## src/rtl/multi_guess_pkg.sv

```systemverilog
// rtl/multi_guess_pkg.sv - shared state encoding and width helper for the multi-guess scorer
package multi_guess_pkg;

    typedef enum logic [2:0] {
        IDLE   = 3'd0,
        ACCEPT = 3'd1,
        EVAL   = 3'd2,
        UPDATE = 3'd3,
        DONE   = 3'd4
    } state_e;

    // $clog2 with a floor of 1 so that degenerate parameters never produce zero-width buses
    function automatic int clog2_min1(input int value);
        int r;
        r = $clog2(value);
        return (r < 1) ? 1 : r;
    endfunction

endpackage

```

## src/rtl/multi_guess_scorer_if.sv

```systemverilog
// rtl/multi_guess_scorer_if.sv - round input handshake and result bus of the multi-guess scorer
// slave  : scorer side (takes start/in_valid/guesses/target, drives all results)
// master : game logic / display side
interface multi_guess_scorer_if
    import multi_guess_pkg::*;
#(
    parameter int N      = 8,
    parameter int M      = 4,
    parameter int ROUNDS = 5
) ();
    localparam int SW = clog2_min1(ROUNDS + 1);
    localparam int RW = clog2_min1(ROUNDS);

    logic                start;
    logic                in_valid;
    logic                in_ready;
    logic [M*N-1:0]      guesses;
    logic [N-1:0]        target;
    logic [M-1:0]        exact;
    logic [M-1:0]        lead_mask;
    logic                round_valid;
    logic [RW-1:0]       round_idx;
    logic [M*ROUNDS-1:0] history;
    logic [M*SW-1:0]     scores;
    logic                game_done;
    logic [M-1:0]        winner_mask;
    logic                busy;

    modport slave (
        input  start, in_valid, guesses, target,
        output in_ready, exact, lead_mask, round_valid, round_idx,
               history, scores, game_done, winner_mask, busy
    );

    modport master (
        output start, in_valid, guesses, target,
        input  in_ready, exact, lead_mask, round_valid, round_idx,
               history, scores, game_done, winner_mask, busy
    );
endinterface

```

## src/rtl/match_counter.sv

```systemverilog
// rtl/match_counter.sv - combinational count of bit positions where guess equals target
// guess/target : N-bit operands
// count        : number of equal bit positions, 0..N
module match_counter
    import multi_guess_pkg::*;
#(
    parameter int N = 8,
    localparam int CW = clog2_min1(N + 1)
) (
    input  logic [N-1:0]  guess,
    input  logic [N-1:0]  target,
    output logic [CW-1:0] count
);
    always_comb begin
        count = '0;
        for (int i = 0; i < N; i++) begin
            count = count + CW'(guess[i] == target[i]);
        end
    end
endmodule

```

## src/rtl/multi_guess_scorer.sv

```systemverilog
// rtl/multi_guess_scorer.sv - round-based M-player bit-guess scorer with per-game winner
// clk/reset : clock, synchronous active-high reset
// bus       : slave side of multi_guess_scorer_if (round handshake in, round/game results out)
module multi_guess_scorer
    import multi_guess_pkg::*;
#(
    parameter int N      = 8,
    parameter int M      = 4,
    parameter int ROUNDS = 5
) (
    input  logic                 clk,
    input  logic                 reset,
    multi_guess_scorer_if.slave  bus
);
    localparam int CW = clog2_min1(N + 1);
    localparam int SW = clog2_min1(ROUNDS + 1);
    localparam int RW = clog2_min1(ROUNDS);

    state_e              state_q, state_d;
    logic [M*N-1:0]      guesses_q, guesses_d;
    logic [N-1:0]        target_q, target_d;
    logic [RW-1:0]       round_cnt_q, round_cnt_d;
    logic [M-1:0]        exact_q, exact_d;
    logic [M-1:0]        lead_q, lead_d;
    logic [M-1:0]        winner_q, winner_d;
    logic                round_valid_q, round_valid_d;
    logic                game_done_q, game_done_d;
    logic [RW-1:0]       round_idx_q, round_idx_d;
    logic [M*ROUNDS-1:0] history_q, history_d;
    logic [M*SW-1:0]     scores_q, scores_d;

    logic [CW-1:0]       corr [M];
    logic [M-1:0]        exact_new;
    logic [M-1:0]        lead_new;
    logic [M-1:0]        winner_new;
    logic [M*SW-1:0]     scores_inc;
    logic [M*ROUNDS-1:0] history_shift;

    for (genvar p = 0; p < M; p++) begin : g_match
        match_counter #(.N(N)) u_match (
            .guess  (guesses_q[p*N +: N]),
            .target (target_q),
            .count  (corr[p])
        );
    end

    // Round evaluation from the captured registers: maximum correlation, then masks.
    always_comb begin
        logic [CW-1:0] max_corr;
        max_corr  = '0;
        exact_new = '0;
        lead_new  = '0;
        for (int p = 0; p < M; p++) begin
            if (corr[p] > max_corr) max_corr = corr[p];
        end
        for (int p = 0; p < M; p++) begin
            exact_new[p] = (corr[p] == CW'(N));
            lead_new[p]  = (corr[p] == max_corr);
        end
    end

    always_comb begin
        scores_inc = scores_q;
        for (int p = 0; p < M; p++) begin
            scores_inc[p*SW +: SW] = scores_q[p*SW +: SW] + SW'(lead_new[p]);
        end
        // Shift-then-overwrite keeps this legal when ROUNDS == 1.
        history_shift         = history_q << M;
        history_shift[M-1:0]  = lead_new;
    end

    always_comb begin
        logic [SW-1:0] max_score;
        max_score  = '0;
        winner_new = '0;
        for (int p = 0; p < M; p++) begin
            if (scores_q[p*SW +: SW] > max_score) max_score = scores_q[p*SW +: SW];
        end
        for (int p = 0; p < M; p++) begin
            winner_new[p] = (scores_q[p*SW +: SW] == max_score);
        end
    end

    always_comb begin
        state_d       = state_q;
        guesses_d     = guesses_q;
        target_d      = target_q;
        round_cnt_d   = round_cnt_q;
        exact_d       = exact_q;
        lead_d        = lead_q;
        winner_d      = winner_q;
        round_valid_d = 1'b0;
        game_done_d   = 1'b0;
        round_idx_d   = round_idx_q;
        history_d     = history_q;
        scores_d      = scores_q;

        unique case (state_q)
            IDLE: begin
                if (bus.start) begin
                    state_d     = ACCEPT;
                    scores_d    = '0;
                    history_d   = '0;
                    round_cnt_d = '0;
                    winner_d    = '0;
                end
            end
            ACCEPT: begin
                if (bus.in_valid) begin
                    guesses_d = bus.guesses;
                    target_d  = bus.target;
                    state_d   = EVAL;
                end
            end
            EVAL: begin
                // Round results land on the EVAL->UPDATE edge so that exact, lead_mask,
                // scores and history are all visible during UPDATE alongside round_valid.
                exact_d       = exact_new;
                lead_d        = lead_new;
                round_valid_d = 1'b1;
                round_idx_d   = round_cnt_q;
                scores_d      = scores_inc;
                history_d     = history_shift;
                state_d       = UPDATE;
            end
            UPDATE: begin
                if (round_cnt_q == RW'(ROUNDS - 1)) begin
                    game_done_d = 1'b1;
                    winner_d    = winner_new;
                    state_d     = DONE;
                end else begin
                    round_cnt_d = round_cnt_q + RW'(1);
                    state_d     = ACCEPT;
                end
            end
            DONE: begin
                state_d = IDLE;
            end
            default: begin
                state_d = IDLE;
            end
        endcase
    end

    always_ff @(posedge clk) begin
        if (reset) begin
            state_q       <= IDLE;
            guesses_q     <= '0;
            target_q      <= '0;
            round_cnt_q   <= '0;
            exact_q       <= '0;
            lead_q        <= '0;
            winner_q      <= '0;
            round_valid_q <= 1'b0;
            game_done_q   <= 1'b0;
            round_idx_q   <= '0;
            history_q     <= '0;
            scores_q      <= '0;
        end else begin
            state_q       <= state_d;
            guesses_q     <= guesses_d;
            target_q      <= target_d;
            round_cnt_q   <= round_cnt_d;
            exact_q       <= exact_d;
            lead_q        <= lead_d;
            winner_q      <= winner_d;
            round_valid_q <= round_valid_d;
            game_done_q   <= game_done_d;
            round_idx_q   <= round_idx_d;
            history_q     <= history_d;
            scores_q      <= scores_d;
        end
    end

    assign bus.in_ready    = (state_q == ACCEPT);
    assign bus.busy        = (state_q != IDLE);
    assign bus.exact       = exact_q;
    assign bus.lead_mask   = lead_q;
    assign bus.round_valid = round_valid_q;
    assign bus.round_idx   = round_idx_q;
    assign bus.history     = history_q;
    assign bus.scores      = scores_q;
    assign bus.game_done   = game_done_q;
    assign bus.winner_mask = winner_q;
endmodule
```

## src/flat_wrapper.sv

```systemverilog
// flat-port wrapper written by rule: the top's interface ports become plain ports
module multi_guess_scorer_flat import multi_guess_pkg::*;
#(
    parameter int N      = 8,
    parameter int M      = 4,
    parameter int ROUNDS = 5
)
  (clk, reset, bus_start, bus_in_valid, bus_guesses, bus_target, bus_in_ready, bus_exact, bus_lead_mask, bus_round_valid, bus_round_idx, bus_history, bus_scores, bus_game_done, bus_winner_mask, bus_busy);
  multi_guess_scorer_if #(.N(N), .M(M), .ROUNDS(ROUNDS)) bus_i ();
  input  logic clk;
  input  logic reset;
  input wire logic [$bits(bus_i.start)-1:0] bus_start;
  input wire logic [$bits(bus_i.in_valid)-1:0] bus_in_valid;
  input wire logic [$bits(bus_i.guesses)-1:0] bus_guesses;
  input wire logic [$bits(bus_i.target)-1:0] bus_target;
  output wire logic [$bits(bus_i.in_ready)-1:0] bus_in_ready;
  output wire logic [$bits(bus_i.exact)-1:0] bus_exact;
  output wire logic [$bits(bus_i.lead_mask)-1:0] bus_lead_mask;
  output wire logic [$bits(bus_i.round_valid)-1:0] bus_round_valid;
  output wire logic [$bits(bus_i.round_idx)-1:0] bus_round_idx;
  output wire logic [$bits(bus_i.history)-1:0] bus_history;
  output wire logic [$bits(bus_i.scores)-1:0] bus_scores;
  output wire logic [$bits(bus_i.game_done)-1:0] bus_game_done;
  output wire logic [$bits(bus_i.winner_mask)-1:0] bus_winner_mask;
  output wire logic [$bits(bus_i.busy)-1:0] bus_busy;
  assign bus_i.start = bus_start;
  assign bus_i.in_valid = bus_in_valid;
  assign bus_i.guesses = bus_guesses;
  assign bus_i.target = bus_target;
  assign bus_in_ready = bus_i.in_ready;
  assign bus_exact = bus_i.exact;
  assign bus_lead_mask = bus_i.lead_mask;
  assign bus_round_valid = bus_i.round_valid;
  assign bus_round_idx = bus_i.round_idx;
  assign bus_history = bus_i.history;
  assign bus_scores = bus_i.scores;
  assign bus_game_done = bus_i.game_done;
  assign bus_winner_mask = bus_i.winner_mask;
  assign bus_busy = bus_i.busy;
  multi_guess_scorer #(.N(N), .M(M), .ROUNDS(ROUNDS)) u_core (.clk(clk), .reset(reset), .bus(bus_i));
endmodule
```

## config.mk

```make
export PLATFORM = sky130hd
export DESIGN_NAME = multi_guess_scorer_flat
export DESIGN_NICKNAME = d
export VERILOG_FILES = /design/src/rtl/multi_guess_pkg.sv /design/src/rtl/multi_guess_scorer_if.sv /design/src/rtl/match_counter.sv /design/src/rtl/multi_guess_scorer.sv /design/src/flat_wrapper.sv
export SDC_FILE = /design/constraint.sdc
export NUM_CORES = 1
export LEC_CHECK = 0
export ABC_CLOCK_PERIOD_IN_PS = 11400
export CAP_MARGIN = 5
export CORE_ASPECT_RATIO = 1.2
export CORE_MARGIN = 1
export CORE_UTILIZATION = 35
export DETAILED_ROUTE_END_ITERATION = 8
export PLACE_DENSITY = 0.66
export SETUP_SLACK_MARGIN = 0.02
export SYNTH_ARGS = -nofsm -noshare
export SYNTH_HDL_FRONTEND = slang
export SYNTH_SLANG_ARGS = --single-unit
```

## constraint.sdc

```tcl
create_clock -name clk -period 11.4 [get_ports clk]
set_input_delay 2.28 -clock clk [delete_from_list [all_inputs] [get_ports clk]]
set_output_delay 2.28 -clock clk [all_outputs]
set_load 0.01 [all_outputs]
```

==> results.toml, run 1 <==
[logic_synthesis]
yosysTopAreaCell = "dfxtp_1"
ys_types = 63
synth-seq-cells = 95
synth_cells = 675
yosysSeqAreaShare_pct = 32.3
ys.flop_type = "dfxtp_1"
synth_top_area_share_pct = 32.3
postSynth.asyncResetShare_pct = 0
synth.net_count = 778
yosys-top-cells-area = "dfxtp_1 (32%), ha_1 (9.1%), nand2_1 (7.3%)"
avgSynthCellArea_um2 = 8.73
mappedNetlistArea_mm2 = 0.00589
synth_edf_count = 0
yosys_warnings = 0

[clock_tree]
cts_tree = "yes"
cts-resized-gates = 0
clk_latency_ns = 0.35
cts_buffer_depth = 2
cts_root_buf = "clkbuf_16"
cts.clk_slew.worst_paths_ns = 0.06
postCtsSetupBuffers = 0
cts_buffers = 9
htree_num_levels = 3
clkSinkCount = 95
ctsHoldBuffers = 0

[floorplanning]
start_util_pct = 36.1
core_mm2 = 0.0163
pin_count = 95
die_x_um = 120
rows = 51
floorplan.die.height_um = 144
dieArea_mm2 = 0.0174

[timing]
finalSetupViolations = 0
finClkSkew_ns = 0.00692
finalHoldViolations = 0
drv_slew = 0
slew_headroom_pct = 48.9
worst_pin_slew_ns = 0.761
rsz0062_at_grt = "false"
finalSetupTns_ns = 0
post-route-period-util_pct = 72.3
fin_crit_ns = 8.25
max_freq_mhz = 121

[critical_path]
path_max_fanout = 7
cp_common_cell = "ha_1"
critPathMaxStageDelay_ns = 0.55
slowest_stage = "fa_1"
cp-end-kind = "flip-flop"
rr_worst_depth = 32
worstSetupStartpointType = "flip-flop"
crit_type = "reg -> reg"
worstPathRequired_ns = 11.64
worstPathArrival_ns = 8.49

[final_layout]
finalNetCount = 837
drive_above_1_share_pct = 6.38
nFillCells = 1657
n_antenna_cell = 0
syn2layout_area_growth_pct = 21.8

[placement]
place.port_buffers = 94
hpwl_um = 10300
gp_congestion = 0.878

[detailed_routing]
first_pass_iters = 4
drt.antenna.violating_nets = 0
wl_um = 13600
via_count = 4689
viasPerCell = 4.94
initialDrtViolationCount = 208
drc = 0
routedWlPerCell_um = 14.3

[flow_run]
drv_cap = 0

[grt]
grtUsageTotal_pct = 16.5
grt_pass1_wl_um = 22500
antenna_found_initial = 0
grt_max_degree = 66
grt_overflow_total = 0
grt_pass1_vias = 4575

[min_path]
hold_depth = 2
hold_path.class = "reg -> reg"

[run_status]
outcome = "finished clean"
==> placed cells by master, fill, tap and decap left out, types with 5 or more instances in the layout <==
master / netlist / routed
inv_1: 42 / 42
ha_1: 43 / 43
nand4_1: 6 / 6
xor2_1: 24 / 24
a22o_1: 18 / 18
nor3_1: 7 / 7
a21oi_1: 59 / 59
nand3b_1: 5 / 5
dfxtp_1: 95 / 95
nand2_1: 114 / 114
or3_1: 6 / 6
nor2b_1: 11 / 11
clkdlybuf4s50_1: 0 / 93
and2_1: 6 / 6
xnor2_1: 39 / 39
nor2_1: 31 / 31
buf_4: 16 / 5
nand3_1: 8 / 8
fa_1: 16 / 16
o21a_1: 6 / 6
a21o_1: 6 / 6
a22oi_1: 8 / 8
clkbuf_16: 0 / 9
==> cells by family (layout without fill, tap and decap cells) <==
logic type                 Yosys count  in the layout  synth area share (%)
DFF                                 95             95                  32.3
xor gates and xnor gates            63             63                  9.37
and+or+nand+nor                    204            204                  15.7
muxes                                7              7                  1.53
AOI/OAI and AO/OA                  153            153                  19.6
adders and majority gates           59             59                  14.6
buffers and inverters               94            156                  7.01
==> synthesized netlist by cell type, types with 5 or more instances <==
master and n:
nand2_1 114, dfxtp_1 95, a21oi_1 59, ha_1 43, inv_1 42, xnor2_1 39
clkbuf_1 35, nor2_1 31, xor2_1 24, a22o_1 18, buf_4 16, fa_1 16
nor2b_1 11, a22oi_1 8, nand3_1 8, nor3_1 7, a21o_1 6, and2_1 6
nand4_1 6, o21a_1 6, or3_1 6, nand3b_1 5
==> final cells by class <==
class / instances / area, um^2 / share of cell area (%)
repair buffers: 99 / 973 / 13.6
inverters: 43 / 161 / 2.25
well taps: 212 / 265 / 3.70
flip-flops and latches: 95 / 1900 / 26.5
clock buffers: 11 / 253 / 3.52
multi-input cells: 486 / 3570 / 49.8
clock inverters: 3 / 43.8 / 0.611
==> flip-flops by register name, indices dropped and copies added, names as in the netlist <==
signal / count
u_core.guesses_q: 32
u_core.bus.history: 20
u_core.bus.scores: 12
u_core.target_q: 8
u_core.bus.exact: 4
u_core.bus.lead_mask: 4
u_core.bus.winner_mask: 4
u_core.bus.round_idx: 3
u_core.round_cnt_q: 3
u_core.state_q: 3
u_core.bus.game_done: 1
u_core.bus.round_valid: 1
==> worst paths after layout <==
path | from | to | slack [ns]
max | u_core.target_q[3] | u_core.bus.scores[4] | 3.15
min | u_core.bus.exact[3] | u_core.bus.exact[3] | 0.45
max reg2reg | u_core.target_q[3] | u_core.bus.scores[4] | 3.15
min reg2reg | u_core.bus.exact[3] | u_core.bus.exact[3] | 0.45
==> through the flow <==
stage,worst slack [ns],cells,cell area [um^2],hold slack (ns),util (%)
floorplan,3.83,675,5890,0.444,-
global placement,3.40,935,6880,0.442,42.1
detailed placement,3.20,935,6880,0.447,42.1
CTS,3.17,949,7170,0.456,43.9
global route,2.61,949,7170,0.477,43.9
finish,3.15,949,7170,0.451,43.9
==> routing by layer <==
| metal | global-route usage (%) | part of all wire [%] | wire [um] | vias up |
|---|---|---|---|---|
| met5 | 0 | 0 | 0 | - |
| met4 | 7.08 | 2.2 | 297 | 0 |
| met3 | 2.48 | 4.2 | 568 | 17 |
| met2 | 28.7 | 48 | 6540 | 117 |
| met1 | 20.2 | 45 | 6180 | 2147 |
| li1 | - | - | - | 2408 |
==> worst max-delay path: cells and delay by family (launching register included) <==
family                   cells  cell delay, ns
AO/OA/AOI/OAI                8            1.96
XOR/XNOR                     3            0.82
adder cells (fa/ha/maj)     10            3.59
buffers and inverters        4            0.32
flip-flops                   1            0.46
AND/OR/NAND/NOR              7            0.97
Power of run 1 is left out: the tool's default activity adds up to more than one toggle a clock period on the data nets, which glitch-free logic cannot reach.
==> run 2: changes to the inputs <==
Settings changed: ABC_CLOCK_PERIOD_IN_PS 11400 to 8300.
Clock period 11.4 ns to 8.3 ns, I/O delays scaled along.
==> results.toml, run 2 (same netlist as run 1, synthesis figures left out) <==
[floorplanning]
dieArea_mm2 = 0.0174
floorplan.die.height_um = 144
rows = 51
start_util_pct = 36.1
pin_count = 95
core_mm2 = 0.0163
die_x_um = 120

[critical_path]
path_max_fanout = 9
rr_worst_depth = 31
critPathMaxStageDelay_ns = 0.55
r2r_slack_ns = 0.51
slowest_stage = "fa_1"
worstPathRequired_ns = 8.54
crit_type = "reg -> reg"
cp-end-kind = "flip-flop"
worstPathArrival_ns = 8.04
worst-path-stages = 31
crit_family = "adder cells"
worstSetupStartpointType = "flip-flop"
r2r_start = "u_core.target_q[1]"
reg2reg_to = "u_core.bus.scores[1]"
path_buf_inv = 4
cp_common_cell = "ha_1"

[timing]
finalSetupViolations = 0
max_freq_mhz = 128
worst_pin_slew_ns = 0.808
finalSetupTns_ns = 0
drv_slew = 0
finalHoldViolations = 0
finClkSkew_ns = 0.00461
post-route-period-util_pct = 93.9
fin_crit_ns = 7.79
rsz0062_at_grt = "false"
slew_headroom_pct = 45.8

[final_layout]
n_antenna_cell = 0
regMostFlops = "u_core.guesses_q"
layout_common_cells = "nand2_1 (114), clkdlybuf4s50_1 (93), dfxtp_1 (92), a21oi_1 (58)"
multi_input_area_mm2 = 0.00362
largest_reg_flops = 32
nFillCells = 1630
finalNetCount = 841
final_common_cell = "nand2_1"
syn2layout_area_growth_pct = 23.4
regArea_mm2 = 0.00191
drive_above_1_share_pct = 8.36

[detailed_routing]
wl_um = 13400
initialDrtViolationCount = 154
routedWlPerCell_um = 14.1
first_pass_iters = 6
viasPerCell = 4.95
drt.antenna.violating_nets = 0
via_count = 4720
drc = 0

[clock_tree]
cts_buffer_depth = 2
clkSinkCount = 95
ctsHoldBuffers = 0
cts_buffers = 9
clk_latency_ns = 0.35
cts.clk_slew.worst_paths_ns = 0.06
htree_num_levels = 3
cts_root_buf = "clkbuf_16"
cts_tree = "yes"

[min_path]
holdPathEnd = "u_core.bus.round_idx[0]"
hold_depth = 2
hold_path.class = "reg -> reg"
hold_path_startpoint = "u_core.bus.round_idx[0]"

[grt]
antenna_found_initial = 0
grt_pass1_wl_um = 22000
grt_overflow_total = 0
grt_max_degree = 66
grt_pass1_vias = 4443
grtUsageTotal_pct = 16.1

[placement]
hpwl_um = 10100
place.port_buffers = 94
gp_congestion = 0.881

[run_status]
outcome = "finished clean"

[flow_run]
drv_cap = 0
[run 2: cell types whose count changed in the layout (fill, tap and decap cells not counted), sizes merged]
cell and delta:
clkbuf +2, buf +4, clkinv -1
[run 2: metal layers]
layer	up-vias	share of wire, %	track usage (%)
li1	2421	-	-
met1	2163	46	20.0
met2	119	49	28.0
met3	17	3.9	2.48
met4	0	1.7	6.11
met5	-	0	0
[run 2: what timing repair did]
item | 4_1_cts | 5_1_grt
endpoints found under the hold margin | 0 | 0
endpoints found under the setup margin | 0 | 14
buffers inserted | 0 | 2
resized for setup | 0 | 12
[run 2: worst max-delay path by stage]
stage | startpoint | slack (ns) | to
2_1_floorplan | u_core.target_q[1] | 0.73 | u_core.bus.scores[4]
3_3_place_gp | u_core.target_q[3] | 0.34 | u_core.bus.scores[1]
3_5_place_dp | u_core.target_q[1] | 0.12 | u_core.bus.scores[1]
4_1_cts | u_core.target_q[1] | 0.10 | u_core.bus.scores[1]
5_1_grt | u_core.target_q[3] | 0.01 | u_core.bus.scores[2]
6_report | u_core.target_q[1] | 0.51 | u_core.bus.scores[1]
[run 2: area by class of cell]
type	instances	share of cell area [%]
Multi-Input combinational cell	486	49.8
Clock buffer	13	3.72
Inverter	43	2.22
Clock inverter	2	0.534
Tap cell	212	3.65
Sequential cell	95	26.2
Timing Repair Buffer	103	13.8
[run 2: metrics by stage]
stage	utilization, %	std cells	area (um^2)	worst slack, ns	hold WS [ns]
after floorplan	-	675	5890	0.728	0.444
after global placement	42.2	937	6890	0.343	0.443
after detailed placement	42.2	937	6890	0.117	0.450
after CTS	44.1	952	7200	0.102	0.459
after global routing	44.5	954	7270	0.00970	0.477
final	44.5	954	7270	0.506	0.454
[run 2: worst reg2reg max path: cells and delay by family, from the launching register on]
| family | cells | cell delay (ns) |
|---|---|---|
| AOI/OAI and AO/OA | 9 | 2.13 |
| and+or+nand+nor | 6 | 0.87 |
| adders and majority gates | 10 | 3.54 |
| buffers and inverters | 4 | 0.29 |
| DFF | 1 | 0.39 |
| xor gates and xnor gates | 2 | 0.46 |
Power of run 2 is left out for the same reason.
==> run 3: changes to the inputs <==
Settings changed: REMOVE_ABC_BUFFERS from default to 1.
==> results.toml, run 3 (same netlist as run 1, synthesis figures left out) <==
[critical_path]
path_buf_inv = 4
cp-end-kind = "flip-flop"
crit_family = "adder cells"
crit_type = "reg -> reg"
r2r_slack_ns = 0.46
cp_common_cell = "ha_1"
crit_start = "u_core.target_q[1]"
worstSetupStartpointType = "flip-flop"
r2r_start = "u_core.target_q[1]"
reg2reg_to = "u_core.bus.scores[1]"
worstPathArrival_ns = 8.08
endpoint = "u_core.bus.scores[1]"
worst-path-stages = 32
worstPathRequired_ns = 8.55
rr_worst_depth = 32
critPathMaxStageDelay_ns = 0.55
path_max_fanout = 7
slowest_stage = "fa_1"

[clock_tree]
clkSinkCount = 95
ctsHoldBuffers = 0
cts_tree = "yes"
cts_buffers = 9
cts.clk_slew.worst_paths_ns = 0.07
cts_root_buf = "clkbuf_16"
htree_num_levels = 3
cts_buffer_depth = 2
clk_latency_ns = 0.35

[final_layout]
drive_above_1_share_pct = 8.88
fin_cells = 955
nFillCells = 1660
syn2layout_area_growth_pct = 23.4
n_antenna_cell = 0
final_common_cell = "nand2_1"
final_cell_area_mm2 = 0.00727
regMostFlops = "u_core.guesses_q"
layout_common_cells = "nand2_1 (113), clkdlybuf4s50_1 (93), dfxtp_1 (92), a21oi_1 (56)"
largest_reg_flops = 32
finalNetCount = 841
post-route-util_pct = 44.5

[placement]
hpwl_um = 10200
placed_cell_area_mm2 = 0.00689
gp_congestion = 0.908
place.port_buffers = 94
dpl.cell_count = 937

[floorplanning]
rows = 51
dieArea_mm2 = 0.0174
core_mm2 = 0.0163
start_util_pct = 36.1
pin_count = 95
die_x_um = 120
floorplan.die.height_um = 144

[timing]
slew_headroom_pct = 46.4
worst_pin_slew_ns = 0.798
fin_crit_ns = 7.84
finalSetupViolations = 0
finalHoldViolations = 0
finClkSkew_ns = 0.00771
max_freq_mhz = 128
post-route-period-util_pct = 94.4
drv_slew = 0

[run_status]
outcome = "finished clean"

[detailed_routing]
routedWlPerCell_um = 14.2
initialDrtViolationCount = 253
viasPerCell = 4.93
wl_um = 13500
via_count = 4711
drt.antenna.violating_nets = 0
first_pass_iters = 4
drc = 0

[grt]
grt_overflow_total = 0
met2_usage_pct = 28.7
antenna_found_initial = 0
use_met3_pct = 2.60
grt_pass1_wl_um = 22500
grtUsageTotal_pct = 16.5
grt_util_met1_pct = 20.0
grt_max_degree = 66
grt_pass1_vias = 4559
busiest_layer = "met2"

[flow_run]
drv_cap = 0

[min_path]
hold_path_startpoint = "u_core.bus.exact[1]"
hold_path.class = "reg -> reg"
==> run 3: layout make-up <==
type	count	area [um^2]	share of cell area, %
flip-flops and latches	95	1910	26.2
clock inverters	6	68.8	0.947
clock buffers	10	229	3.15
inverters	43	161	2.22
repair buffers	103	1000	13.8
well taps	212	265	3.65
multi-input cells	486	3630	50.0
==> run 3: metal layers <==
layer	vias up	routed length (um)
met4	0	343
met1	2155	6050
li1	2417	-
met3	23	505
met2	116	6650
met5	-	0
==> run 3: worst min path at each step <==
stage,end,cells after the start
floorplan,u_core.guesses_q[0],2
global placement,u_core.bus.winner_mask[2],2
detailed placement,u_core.bus.winner_mask[2],2
CTS,u_core.bus.winner_mask[2],2
global route,u_core.bus.exact[3],2
finish,u_core.bus.exact[1],2
==> run 3: worst min-delay path: cells and delay by family, from the launching register on <==
family / cells / cell delay (ns)
AOI/OAI and AO/OA: 1 / 0.05
and+or+nand+nor: 1 / 0.05
DFF: 1 / 0.31
==> run 3: timing repair <==
item,CTS,global route
gates resized for setup,0,16
endpoints found under the setup margin,0,10
buffers inserted,0,2
==> run 3: metrics by stage <==
step | setup slack, ns | TNS [ns] | hold slack, ns
floorplan | 0.832 | 0 | 0.442
global placement | 0.387 | 0 | 0.442
detailed placement | 0.171 | 0 | 0.443
CTS | 0.144 | 0 | 0.465
global route | -0.0106 | -0.0106 | 0.483
finish | 0.465 | 0 | 0.460
Power of run 3 is left out for the same reason.
